[src/rtl/soc_uart_rx.sv]
// UART receiver peripheral: 8N1 deserialiser feeding a byte FIFO, drained over the
// SoC valid/ready bus slave protocol, with an optional level interrupt.
module soc_uart_rx #(
  parameter int unsigned UART_CLK_HZ = 27000000,
  parameter int unsigned BAUD_RATE   = 115200,
  parameter int unsigned FIFO_DEPTH  = 16
) (
  input  logic        clk_cpu,
  input  logic        n_reset,
  input  logic        rx_pin,
  input  logic        sel,
  input  logic [3:0]  wstrb,
  input  logic [3:0]  address,
  input  logic [31:0] wdata,
  output logic [31:0] rdata,
  output logic        ready,
  output logic        irq
);

  localparam int unsigned CLKS_PER_BIT = UART_CLK_HZ / BAUD_RATE;
  localparam int unsigned HALF_BIT     = CLKS_PER_BIT / 2;
  localparam int unsigned CNT_W        = $clog2(CLKS_PER_BIT + 1);
  localparam int unsigned AW           = $clog2(FIFO_DEPTH);
  localparam int unsigned CW           = AW + 1;

  localparam logic [CNT_W-1:0] HALF_LAST = CNT_W'(HALF_BIT - 1);
  localparam logic [CNT_W-1:0] BIT_LAST  = CNT_W'(CLKS_PER_BIT - 1);

  typedef enum logic [2:0] {
    S_IDLE,
    S_START,
    S_DATA,
    S_STOP,
    S_WAIT_HIGH
  } rx_state_t;

  rx_state_t        state, state_next;
  logic             rx_meta, rx_sync;
  logic [CNT_W-1:0] cnt;
  logic [2:0]       bit_idx;
  logic [7:0]       shreg;
  logic             tick_half, tick_bit;
  logic             cnt_clr, idx_clr, shift_en, rx_push, frame_set;

  logic [7:0]       mem [FIFO_DEPTH];
  logic [AW-1:0]    wr_ptr, rd_ptr;
  logic [CW-1:0]    count;
  logic             fifo_full, not_empty;
  logic             overrun, frame_err, irq_en;

  logic             bus_access, bus_read, bus_write_lo;
  logic [1:0]       reg_sel;
  logic             pop, push, overrun_set, w1c;
  logic [31:0]      rd_mux;
  logic             unused_bits;

  always_ff @(posedge clk_cpu or negedge n_reset) begin
    if (!n_reset) begin
      rx_meta <= 1'b1;
      rx_sync <= 1'b1;
    end else begin
      rx_meta <= rx_pin;
      rx_sync <= rx_meta;
    end
  end

  assign tick_half = (cnt == HALF_LAST);
  assign tick_bit  = (cnt == BIT_LAST);

  always_ff @(posedge clk_cpu or negedge n_reset) begin
    if (!n_reset) state <= S_IDLE;
    else          state <= state_next;
  end

  always_comb begin
    state_next = state;
    case (state)
      S_IDLE:      if (!rx_sync) state_next = S_START;
      S_START:     if (tick_half) state_next = rx_sync ? S_IDLE : S_DATA;
      S_DATA:      if (tick_bit && bit_idx == 3'd7) state_next = S_STOP;
      S_STOP:      if (tick_bit) state_next = rx_sync ? S_IDLE : S_WAIT_HIGH;
      S_WAIT_HIGH: if (rx_sync) state_next = S_IDLE;
      default:     state_next = S_IDLE;
    endcase
  end

  // Counter is held clear outside the timed states so each phase starts from zero.
  always_comb begin
    cnt_clr   = 1'b1;
    idx_clr   = 1'b0;
    shift_en  = 1'b0;
    rx_push   = 1'b0;
    frame_set = 1'b0;
    case (state)
      S_START: begin
        cnt_clr = tick_half;
        idx_clr = tick_half;
      end
      S_DATA: begin
        cnt_clr  = tick_bit;
        shift_en = tick_bit;
      end
      S_STOP: begin
        cnt_clr   = tick_bit;
        rx_push   = tick_bit && rx_sync;
        frame_set = tick_bit && !rx_sync;
      end
      default: ;
    endcase
  end

  always_ff @(posedge clk_cpu or negedge n_reset) begin
    if (!n_reset) begin
      cnt     <= '0;
      bit_idx <= '0;
      shreg   <= '0;
    end else begin
      if (cnt_clr) cnt <= '0;
      else         cnt <= cnt + 1'b1;
      if (idx_clr) begin
        bit_idx <= '0;
      end else if (shift_en) begin
        bit_idx <= bit_idx + 1'b1;
        shreg   <= {rx_sync, shreg[7:1]};
      end
    end
  end

  assign bus_access   = sel && !ready;
  assign bus_read     = bus_access && (wstrb == 4'b0000);
  assign bus_write_lo = bus_access && wstrb[0];
  assign reg_sel      = address[3:2];

  assign fifo_full   = (count == CW'(FIFO_DEPTH));
  assign not_empty   = (count != '0);
  assign pop         = bus_read && (reg_sel == 2'd0) && not_empty;
  // A pop on the same edge frees the slot, so a full FIFO still accepts the byte.
  assign push        = rx_push && (!fifo_full || pop);
  assign overrun_set = rx_push && fifo_full && !pop;
  assign w1c         = bus_write_lo && (reg_sel == 2'd1);

  always_ff @(posedge clk_cpu) begin
    if (push) mem[wr_ptr] <= shreg;
  end

  always_ff @(posedge clk_cpu or negedge n_reset) begin
    if (!n_reset) begin
      wr_ptr    <= '0;
      rd_ptr    <= '0;
      count     <= '0;
      overrun   <= 1'b0;
      frame_err <= 1'b0;
      irq_en    <= 1'b0;
    end else begin
      if (push) wr_ptr <= wr_ptr + 1'b1;
      if (pop)  rd_ptr <= rd_ptr + 1'b1;
      case ({push, pop})
        2'b10:   count <= count + 1'b1;
        2'b01:   count <= count - 1'b1;
        default: ;
      endcase
      overrun   <= overrun_set || (overrun && !(w1c && wdata[2]));
      frame_err <= frame_set || (frame_err && !(w1c && wdata[3]));
      if (bus_write_lo && reg_sel == 2'd2) irq_en <= wdata[0];
    end
  end

  // Count field is 8 bits wide; at depth 256 a full FIFO reads count 0 with full set.
  always_comb begin
    rd_mux = '0;
    case (reg_sel)
      2'd0: if (not_empty) rd_mux = {23'b0, 1'b1, mem[rd_ptr]};
      2'd1: rd_mux = {16'b0, 8'(count), 4'b0, frame_err, overrun, fifo_full, not_empty};
      2'd2: rd_mux = {31'b0, irq_en};
      default: ;
    endcase
  end

  always_ff @(posedge clk_cpu or negedge n_reset) begin
    if (!n_reset) begin
      ready <= 1'b0;
      rdata <= '0;
    end else begin
      ready <= bus_access;
      if (bus_access) rdata <= bus_read ? rd_mux : '0;
    end
  end

  assign irq = irq_en && (not_empty || overrun || frame_err);

  assign unused_bits = ^{address[1:0], wdata[31:4], wdata[1], wstrb[3:1]};

endmodule

[config.mk]
export PLATFORM = sky130hd
export DESIGN_NAME = soc_uart_rx
export DESIGN_NICKNAME = d
export VERILOG_FILES = /design/src/rtl/soc_uart_rx.sv
export SDC_FILE = /design/constraint.sdc
export NUM_CORES = 1
export LEC_CHECK = 0
export ABC_AREA = 1
export BUFFER_PORTS_ARGS = -buffer_cell sky130_fd_sc_hd__buf_2
export CORE_ASPECT_RATIO = 1.75
export CORE_MARGIN = 2
export CORE_UTILIZATION = 45
export CTS_BUF_LIST = sky130_fd_sc_hd__clkbuf_8
export DETAILED_ROUTE_END_ITERATION = 10
export MAX_ROUTING_LAYER = met4
export PLACE_DENSITY = 0.75
export SLEW_MARGIN = 20
export SYNTH_ARGS = -nofsm -noshare
export SYNTH_HDL_FRONTEND = slang
export SYNTH_SLANG_ARGS = --single-unit
[constraint.sdc]
create_clock -name clk_cpu -period 3.4 [get_ports clk_cpu]
set_input_delay 0.17 -clock clk_cpu [delete_from_list [all_inputs] [get_ports clk_cpu]]
set_output_delay 0.17 -clock clk_cpu [all_outputs]
set_load 0.02 [all_outputs]
==> reports/results.ini <==
[run_status]
outcome=finished, final reports clean

[yosys]
synth_edf_count=128
synth_commonest_cells=edfxtp_1 (128), nor2_1 (108), o21ai_0 (86), nand2_1 (84), dfrtp_1 (52)
synthFlopType=edfxtp_1
ys_warn_count=0
syn-cell-area_sq_mm=0.007894
yosys.area.top_type_share=0.4869
synth_seq_cells=182
seq_area_frac_synth=0.6584
synthArstFlopShare=0.2967
synth_cells=700
syn_avg_cell_area_sq_um=11.28
synth_cell_types=44
yosys.cell_count.top_type=edfxtp_1
yosys.area.top_type=edfxtp_1
synthTopCellsByArea=edfxtp_1 (49%), dfrtp_1 (16%), o21ai_0 (5.5%)

[sta]
whs_ns=0.03010
finalCritPeriodShare=0.7222
worstMarginPinSlew_ns=0.8750
rsz0062_at_grt=false
period_minus_slack_ns=2.455
relSlewSlack=0.4167
slew_violations=0
final.setup.tns_ns=0
setup_viol_count_final=0
finalHoldViolations=0
finClkSkew_ns=0.01601
max_freq_mhz=407.3

[global_route]
track_usage=0.1906
overflow=0
grt_max_degree=71
antenna_found_initial=0
grt_pass1_wl_microns=26350
first_global_vias=5219

[detailed_routing]
avgViaCountPerCell=5.298
wl_met2_microns=9339
via_count=5213
wl_per_cell_microns=16.91
drt_iter0_drc=582
wl_met3_microns=757
ant_nets=0
wl_microns=16640
firstDrtPassIters=5
drc=0
top_layer_used=met4
wl_met1_microns=5870

[floorplan]
core_area_sq_mm=0.01738
die-area_sq_mm=0.01866
rows=64
die_w_microns=104.1
start_util=0.4543
ios=78
die_h_microns=179.2

[setup_path]
cp_max_fo=8
regToRegStartpoint=cnt[1]
start_kind=register
path_class=reg -> reg
critPathCaptureType=register
crit_required_ns=3.47
r2r_cells=10
reg2reg_slack_ns=0.94
arrival_ns=2.52
r2r-end=mem[6][7]

[pwr]
p_total_w=0.004266
static-leakage-power_nw=3.729
ir_drop_uv=313.9
power.density_mw_per_mm2=491.7

[clock_network]
cts_tree=done
cts.path.max_buffers=2
cts_made_buffers=17
cts-root-buf=clkbuf_8
clk_latency_ns=0.45
cts_max_level=4
post_cts_buffers=0
path_clk_slew_ns=0.09
clock-sinks=182

[cells_and_area]
diodes=0
nets=795
n_fill_cell=1519
area_growth_pct=9.906
drive_gt1_frac=0.1341
fin_area_sq_mm=0.008676

[place]
gp_congestion=0.8587
placed_area_sq_mm=0.008272
place_hpwl_microns=11450
io_buffers=27

[worst_hold_path]
min_path_type=in -> reg
hold_depth=4
min_to=frame_err
hold_start=wdata[3]

[run]
cap_violations=0

==> cell usage in the layout (no fill, tap or decap), types with 2 or more instances in the layout <==
| cell type | netlist | layout |
|---|---|---|
| mux2_2 | 7 | 7 |
| dlygate4sd3_1 | 0 | 4 |
| dfrtp_1 | 52 | 51 |
| dfstp_2 | 2 | 2 |
| nand2_4 | 4 | 4 |
| inv_1 | 46 | 51 |
| nand4_1 | 2 | 2 |
| ha_1 | 11 | 11 |
| nand2_2 | 3 | 3 |
| o21ai_1 | 3 | 3 |
| conb_1 | 1 | 19 |
| clkinv_1 | 3 | 3 |
| clkbuf_8 | 0 | 20 |
| a22oi_1 | 2 | 2 |
| a21oi_1 | 13 | 13 |
| nand2_1 | 84 | 84 |
| edfxtp_1 | 128 | 128 |
| o21ai_0 | 86 | 86 |
| nand3_2 | 2 | 2 |
| nor2_1 | 108 | 108 |
| inv_4 | 2 | 5 |
| o22ai_1 | 14 | 14 |
| buf_2 | 12 | 27 |
| o211ai_1 | 14 | 14 |
| nor2_4 | 3 | 3 |
| nand3_1 | 20 | 20 |
| buf_4 | 20 | 17 |
| a22o_1 | 2 | 2 |
| a32o_1 | 3 | 3 |
| xor2_1 | 10 | 10 |
| o221ai_1 | 6 | 6 |
| nor3_1 | 10 | 10 |
==> critical path: stages, from the launching register on <==
cell and delay [ns]:
dfrtp_1 0.39, inv_1 0.09, ha_1 0.14, inv_1 0.07
nor2_4 0.16, nand4_4 0.18, inv_1 0.14, nand2_4 0.07
inv_4 0.10, nand2_1 0.12, nor2_1 0.61
==> timing repair <==
item	4_1_cts	5_1_grt
hold buffers	4	0
endpoints found under the hold margin	38	0
gates resized for setup	0	0
==> registers in the layout, indices dropped and copies added, names as in the netlist, 3 cells and up <==
signal	count
count	5
wr_ptr	4
rd_ptr	4
rdata	13
shreg	8
bit_idx	3
mem	128
state	3
cnt	8
==> area by class of cell <==
| class | count | area [sq um] | area share |
|---|---|---|---|
| repair buffers | 49 | 322.8 | 0.03721 |
| clock inverters | 12 | 88.84 | 0.01024 |
| well taps | 231 | 289.0 | 0.03331 |
| multi-input cells | 438 | 2301 | 0.2652 |
| inverters | 52 | 200.2 | 0.02307 |
| flip-flops and latches | 182 | 5199 | 0.5992 |
| clock buffers | 20 | 275.3 | 0.03173 |
==> layer usage <==
| layer | track usage | vias to the layer above |
|---|---|---|
| li1 | - | 2479 |
| met1 | 0.1847 | 2490 |
| met2 | 0.3550 | 201 |
| met3 | 0.03199 | 43 |
| met4 | 0.1120 | 0 |
| met5 | - | - |
==> worst max-delay path by stage <==
stage	cells past startpoint	end	slack [ns]	start
2_1_floorplan	8	mem[0][0]	1.33	ready
3_3_place_gp	10	mem[6][5]	1.0	cnt[1]
3_5_place_dp	10	mem[6][4]	0.93	cnt[1]
5_1_grt	10	mem[7][4]	0.78	cnt[1]
6_report	10	mem[6][7]	0.94	cnt[1]
4_1_cts	10	mem[6][4]	0.91	cnt[1]
==> power by group <==
| part | total (W) | internal (W) | switching (W) |
|---|---|---|---|
| Sequential | 0.00239 | 0.00237 | 0.0000224 |
| Clock | 0.00132 | 0.000626 | 0.000698 |
| Combinational | 0.000549 | 0.000172 | 0.000377 |
| Total | 0.00427 | 0.00317 | 0.00110 |
==> cell families after synthesis <==
group	share of synthesized area
adder cells (fa/ha/maj)	0.01744
flip-flops	0.6584
AO/OA/AOI/OAI	0.1079
multiplexers	0.009986
buffers and inverters	0.05865
AND/OR/NAND/NOR	0.1349
other	0.0004751
XOR/XNOR	0.01220
==> through the flow <==
step           std cells  setup slack, ns  utilization
4_1_cts              984           0.9061       0.4993
6_report             984           0.9445       0.4993
2_1_floorplan        718            1.326            -
3_3_place_gp         948           0.9957       0.4760
5_1_grt              984           0.7850       0.4993
3_5_place_dp         948           0.9313       0.4760
Power figures use the tool's default switching activity.
